===== src/rtl/gcd_if.sv =====
// gcd_if: control/status bundle between the GCD controller and its requester/datapath.
interface gcd_if #(
  parameter int DATA_W = 16,
  parameter int ITER_W = 16
);
  logic start, abort, gt, lt, eq;
  logic [DATA_W-1:0] data_in;
  logic ldA, ldB, sel1, sel2, sel_in, ready, busy, done, err;
  logic [ITER_W-1:0] iter_cnt;
  modport master (
    output start, abort, data_in, gt, lt, eq,
    input ldA, ldB, sel1, sel2, sel_in, ready, busy, done, err, iter_cnt
  );
  modport slave (
    input start, abort, data_in, gt, lt, eq,
    output ldA, ldB, sel1, sel2, sel_in, ready, busy, done, err, iter_cnt
  );
endinterface


===== src/rtl/gcd_controller.sv =====
// gcd_controller: FSM sequencing the subtract-and-compare GCD datapath.
// Define GCD_ITER_COUNT_EN to make iter_cnt live and enable the MAX_ITER limit.
module gcd_controller #(
  parameter int DATA_W   = 16,
  parameter int ITER_W   = 16,
  parameter int MAX_ITER = 0
) (
  input logic  clk,
  input logic  rst_n,
  gcd_if.slave bus
);
  typedef enum logic [1:0] {IDLE, LOAD_B, CALC, DONE} state_t;
  state_t state, next;
  logic za, zb, err_q, set_err, limit, zero_in;
  logic [ITER_W-1:0] iter_q;
  assign zero_in = bus.data_in == DATA_W'(0);
  always_ff @(posedge clk or negedge rst_n)
    if (!rst_n) begin
      state <= IDLE;
      za    <= 1'b0;
      zb    <= 1'b0;
      err_q <= 1'b0;
    end else begin
      state <= next;
      if (state == IDLE && bus.start) begin
        za    <= zero_in;
        err_q <= 1'b0;
      end
      if (state == LOAD_B && !bus.abort) zb <= zero_in;
      if (set_err) err_q <= 1'b1;
    end
`ifdef GCD_ITER_COUNT_EN
  // A CALC subtract is ldB, or ldA with X=A; the zero-A copy uses X=B and is not counted.
  always_ff @(posedge clk or negedge rst_n)
    if (!rst_n) iter_q <= '0;
    else if (state == IDLE && bus.start) iter_q <= '0;
    else if (state == CALC && (bus.ldB || (bus.ldA && !bus.sel1)) && !(&iter_q)) iter_q <= iter_q + 1'b1;
`else
  assign iter_q = '0;
`endif
  assign limit = MAX_ITER != 0 && iter_q >= ITER_W'(MAX_ITER);
  assign bus.iter_cnt = iter_q;
  always_comb begin
    next       = state;
    bus.ldA    = 1'b0;
    bus.ldB    = 1'b0;
    bus.sel1   = 1'b0;
    bus.sel2   = 1'b0;
    bus.sel_in = 1'b0;
    bus.done   = 1'b0;
    set_err    = 1'b0;
    case (state)
      IDLE:
        if (bus.start) begin
          bus.ldA    = 1'b1;
          bus.sel_in = 1'b1;
          next       = LOAD_B;
        end
      LOAD_B:
        if (bus.abort) next = IDLE;
        else begin
          bus.ldB    = 1'b1;
          bus.sel_in = 1'b1;
          next       = CALC;
        end
      CALC:
        if (bus.abort) next = IDLE;
        else if (za && zb) begin
          set_err = 1'b1;
          next    = DONE;
        end else if (zb) next = DONE;
        else if (za) begin
          bus.ldA  = 1'b1;
          bus.sel1 = 1'b1;
          next     = DONE;
        end else if (bus.eq || limit) begin
          set_err = !bus.eq;
          next    = DONE;
        end else if (bus.gt) begin
          bus.ldA  = 1'b1;
          bus.sel2 = 1'b1;
        end else if (bus.lt) begin
          bus.ldB  = 1'b1;
          bus.sel1 = 1'b1;
        end
      DONE: begin
        bus.done = !bus.abort;
        next     = IDLE;
      end
      default: next = IDLE;
    endcase
  end
  assign bus.ready = state == IDLE;
  assign bus.busy  = state != IDLE;
  assign bus.err   = bus.done && err_q;
endmodule

===== src/flat_wrapper.sv =====
// flat-port wrapper written by rule: the top's interface ports become plain ports
module gcd_controller_flat 
#(
  parameter int DATA_W   = 16,
  parameter int ITER_W   = 16,
  parameter int MAX_ITER = 0
)
  (clk, rst_n, bus_start, bus_abort, bus_data_in, bus_gt, bus_lt, bus_eq, bus_ldA, bus_ldB, bus_sel1, bus_sel2, bus_sel_in, bus_ready, bus_busy, bus_done, bus_err, bus_iter_cnt);
  gcd_if #(.DATA_W(DATA_W), .ITER_W(ITER_W)) bus_i ();
  input logic clk;
  input logic rst_n;
  input wire logic [$bits(bus_i.start)-1:0] bus_start;
  input wire logic [$bits(bus_i.abort)-1:0] bus_abort;
  input wire logic [$bits(bus_i.data_in)-1:0] bus_data_in;
  input wire logic [$bits(bus_i.gt)-1:0] bus_gt;
  input wire logic [$bits(bus_i.lt)-1:0] bus_lt;
  input wire logic [$bits(bus_i.eq)-1:0] bus_eq;
  output wire logic [$bits(bus_i.ldA)-1:0] bus_ldA;
  output wire logic [$bits(bus_i.ldB)-1:0] bus_ldB;
  output wire logic [$bits(bus_i.sel1)-1:0] bus_sel1;
  output wire logic [$bits(bus_i.sel2)-1:0] bus_sel2;
  output wire logic [$bits(bus_i.sel_in)-1:0] bus_sel_in;
  output wire logic [$bits(bus_i.ready)-1:0] bus_ready;
  output wire logic [$bits(bus_i.busy)-1:0] bus_busy;
  output wire logic [$bits(bus_i.done)-1:0] bus_done;
  output wire logic [$bits(bus_i.err)-1:0] bus_err;
  output wire logic [$bits(bus_i.iter_cnt)-1:0] bus_iter_cnt;
  assign bus_i.start = bus_start;
  assign bus_i.abort = bus_abort;
  assign bus_i.data_in = bus_data_in;
  assign bus_i.gt = bus_gt;
  assign bus_i.lt = bus_lt;
  assign bus_i.eq = bus_eq;
  assign bus_ldA = bus_i.ldA;
  assign bus_ldB = bus_i.ldB;
  assign bus_sel1 = bus_i.sel1;
  assign bus_sel2 = bus_i.sel2;
  assign bus_sel_in = bus_i.sel_in;
  assign bus_ready = bus_i.ready;
  assign bus_busy = bus_i.busy;
  assign bus_done = bus_i.done;
  assign bus_err = bus_i.err;
  assign bus_iter_cnt = bus_i.iter_cnt;
  gcd_controller #(.DATA_W(DATA_W), .ITER_W(ITER_W), .MAX_ITER(MAX_ITER)) u_core (.clk(clk), .rst_n(rst_n), .bus(bus_i));
endmodule

===== config.mk =====
export PLATFORM = sky130hd
export DESIGN_NAME = gcd_controller_flat
export DESIGN_NICKNAME = d
export VERILOG_FILES = /design/src/rtl/gcd_if.sv /design/src/rtl/gcd_controller.sv /design/src/flat_wrapper.sv
export SDC_FILE = /design/constraint.sdc
export NUM_CORES = 1
export LEC_CHECK = 0
export ABC_AREA = 1
export ABC_CLOCK_PERIOD_IN_PS = 1200
export BUFFER_PORTS_ARGS = -buffer_cell sky130_fd_sc_hd__buf_2
export CAP_MARGIN = 25
export CELL_PAD_IN_SITES_DETAIL_PLACEMENT = 2
export CELL_PAD_IN_SITES_GLOBAL_PLACEMENT = 2
export CORE_MARGIN = 1
export CORE_UTILIZATION = 15
export DETAILED_ROUTE_END_ITERATION = 10
export GPL_ROUTABILITY_DRIVEN = 0
export GPL_TIMING_DRIVEN = 1
export PLACE_DENSITY = 0.7
export REMOVE_ABC_BUFFERS = 1
export SYNTH_ARGS = -nofsm -noshare
export SYNTH_HDL_FRONTEND = slang
export SYNTH_SLANG_ARGS = --single-unit
export TNS_END_PERCENT = 1

===== constraint.sdc =====
create_clock -name clk -period 1.2 [get_ports clk]
set_input_delay 0.18 -clock clk [delete_from_list [all_inputs] [get_ports clk]]
set_output_delay 0.18 -clock clk [all_outputs]
set_load 0.1 [all_outputs]

==> run_results.csv <==
group,metric,value,unit
die,die_h,64.4,um
setup_path,slowest_delay,390,ps
yosys,synth_edf_count,0,
place,pre_cts_ws,-314,ps
setup_path,r2r_cells,8,
clock_tree,cts_root_buffer,"clkbuf_8",
final_layout,diodes,0,
yosys,synth_top_area_cell,"dfrtp_1",
die,core,3690,um2
die,start_util,0.158,
clock_tree,cts_tree,"yes",
setup_path,cp_data_arrival_time,1480,ps
setup_path,critPathKind,"flop to output pin",
setup_path,crit_chain,"inv_2, ha_4, nand2_4, or2_4, a21oi_4, buf_12",
yosys,synthFlopType,"dfrtp_1",
power,vdd_ir_drop_max,1.53,mV
timing,finalCritPeriodShare,1.39,
timing,setup_ws,-465,ps
route,routed_wl,2120,um
global_route,grt_pass1_wl,3600,um
timing,hold_viol_final,0,
yosys,ys.warnings.count,0,
yosys,synth_most_common_cell,"nand2_1",
timing,post-route-min-period,1660,ps
route,first_iter_violations,7,
timing,finClkSkew,1.72,ps
die,die_area,4150,um2
global_route,grt_pass1_vias,784,
final_layout,area_growth,98.5,%
clock_tree,clk_latency,220,ps
power,powerDensity,2200,nW/um2
global_route,grt_usage,0.116,
route,first_pass_iters,4,
global_route,antenna_found_initial,0,
die,fp.dieW,64.4,um
yosys,syn_avg_cell_area,6.57,um2
final_layout,drive_above_1_share,0.525,
yosys,syn_area,584,um2
timing,setup_viol,14,
route,top_layer_used,"met4",
setup_path,cp-end-kind,"output pin",
clock_tree,post-cts-setup-buffers,0,
yosys,synth_top_area_share,0.214,
route,drt-wirelength-per-cell,11.2,um
final_layout,multi_input_area,437,um2
global_route,overflow,0,
clock_tree,cts_made_buffers,3,
die,ioPinCount,48,
final_layout,nFillCells,447,
route,post-route-drc-count,0,
timing,whs,311,ps
setup_path,r2r_setup_slack,-180,ps
die,rows,22,
setup_path,crit_fanout,4,
power,leakage,0.618,nW
yosys,async_flop_share,1.00,
yosys,seq_area_frac_synth,0.214,
yosys,synth_cells,89,
route,vias,709,
yosys,yosys_register_bits,5,
timing,rsz0062_at_grt,"true",
min_path,worstHoldPathType,"primary input to asynchronous set/reset pin",
route,vias_per_cell,3.75,
outcome,status,"finished with violations",
route,route.met3.wl,137,um
place,dp_hpwl,1850,um
setup_path,r2r_start,"u_core.state[1]$_DFFE_PN0P_",
clock_tree,cts.path.max_buffers,2,
final_layout,seq_area,125,um2
setup_path,critical_path.reg2reg.endpoint,"u_core.state[1]$_DFFE_PN0P_",
global_route,grt_max_degree,6,
place,port-buffer-count,31,
yosys,synthTopCellsByArea,"dfrtp_1 (21%), buf_4 (21%), nand2_1 (12%), ha_1 (8.6%), nor2_1 (8.4%)",
yosys,yosys-top-cells-count,"nand2_1 (18), buf_4 (16), nor2_1 (13)",
setup_path,critPathRequiredTime,1020,ps
timing,drv_slew,0,
route,wl_met1,720,um
clock_tree,clock-sinks,5,
setup_path,cpMaxStageDelayCell,"dfrtp_1",
clock_tree,path_clk_slew,40,ps
outcome,failed_checks,"negative setup slack",
route,antenna_left,0,
setup_path,startpoint_type,"flop",
timing,max_freq,601,MHz
clock_tree,cts_max_level,1,
final_layout,final_nets,169,
yosys,ys_types,19,
route,wl_met2,1240,um
job,maxCapViolCount,0,
==> flip-flops by register name, summed over array words and instances, names as in the netlist <==
register      cells
u_core.state      2
u_core.err_q      1
u_core.za         1
u_core.zb         1
==> per-stage QoR <==
stage | instance area (um2) | power [mW] | utilization | instances | TNS [ps]
after floorplan | 520 | 1.31 | - | 88 | -12540
after global placement | 1010 | 2.02 | 0.274 | 184 | -1860
after detailed placement | 1010 | 2.06 | 0.274 | 184 | -2600
after CTS | 1140 | 2.51 | 0.308 | 189 | -3990
after global routing | 1160 | 2.67 | 0.314 | 189 | -4620
final | 1160 | 2.55 | 0.314 | 189 | -3770
==> logic make-up after synthesis <==
group                    share of synthesized area
adder cells (fa/ha/maj)                     0.0857
AO/OA/AOI/OAI                               0.0685
flip-flops                                   0.214
buffers and inverters                        0.296
other                                      0.00642
AND/OR/NAND/NOR                              0.330
==> critical path: cells and delay by family (launching register included) <==
kind	cells	cell delay, ps
buffers and inverters	2	290
DFF	1	390
adders and majority gates	1	130
AOI/OAI and AO/OA	1	150
and+or+nand+nor	2	300
==> layout by cell type, fill, tap and decap left out, types with 4 or more instances in the layout <==
cell and n:
nand3_1 4, conb_1 16, inv_1 10, dfrtp_1 5
nand2_1 15, buf_2 22, buf_12 10, buf_4 16
inv_2 4, nor2_1 11
==> worst max-delay path by stage <==
| stage | startpoint | end | slack, ps |
|---|---|---|---|
| 6_report | u_core.state[0]$_DFFE_PN0P_ | bus_sel1 | -460 |
| 3_3_place_gp | u_core.state[0]$_DFFE_PN0P_ | bus_ldA | -250 |
| 2_1_floorplan | u_core.state[0]$_DFFE_PN0P_ | bus_err | -1580 |
| 4_1_cts | u_core.state[0]$_DFFE_PN0P_ | bus_sel1 | -500 |
| 3_5_place_dp | u_core.state[0]$_DFFE_PN0P_ | bus_sel1 | -310 |
| 5_1_grt | u_core.state[0]$_DFFE_PN0P_ | bus_sel1 | -520 |
==> where the power goes <==
| group | switching [mW] | leakage, nW | total (mW) | internal, mW |
|---|---|---|---|---|
| clock network | 0.0861 | 0.0228 | 0.315 | 0.228 |
| logic | 1.27 | 0.528 | 2.01 | 0.743 |
| registers | 0.0285 | 0.0672 | 0.225 | 0.197 |
==> cell type report <==
| class | count | area share |
|---|---|---|
| Timing Repair Buffer | 49 | 0.380 |
| Multi-Input combinational cell | 69 | 0.376 |
| Sequential cell | 5 | 0.108 |
| Tap cell | 48 | 0.0518 |
| Inverter | 14 | 0.0453 |
| Clock buffer | 4 | 0.0388 |
==> repair_timing <==
action,CTS,global route
pin swaps,3,2
setup endpoints to repair,14,14
hold endpoints to repair,5,0
resized for setup,15,6
hold buffers,1,0
==> routing by layer <==
metal  global-route usage  vias up
li1                     -      338
met1                0.111      343
met2                0.226       26
met3               0.0405        2
met4               0.0417        0
met5                    0        -
Note: power is estimated with default switching activity, not from simulation.
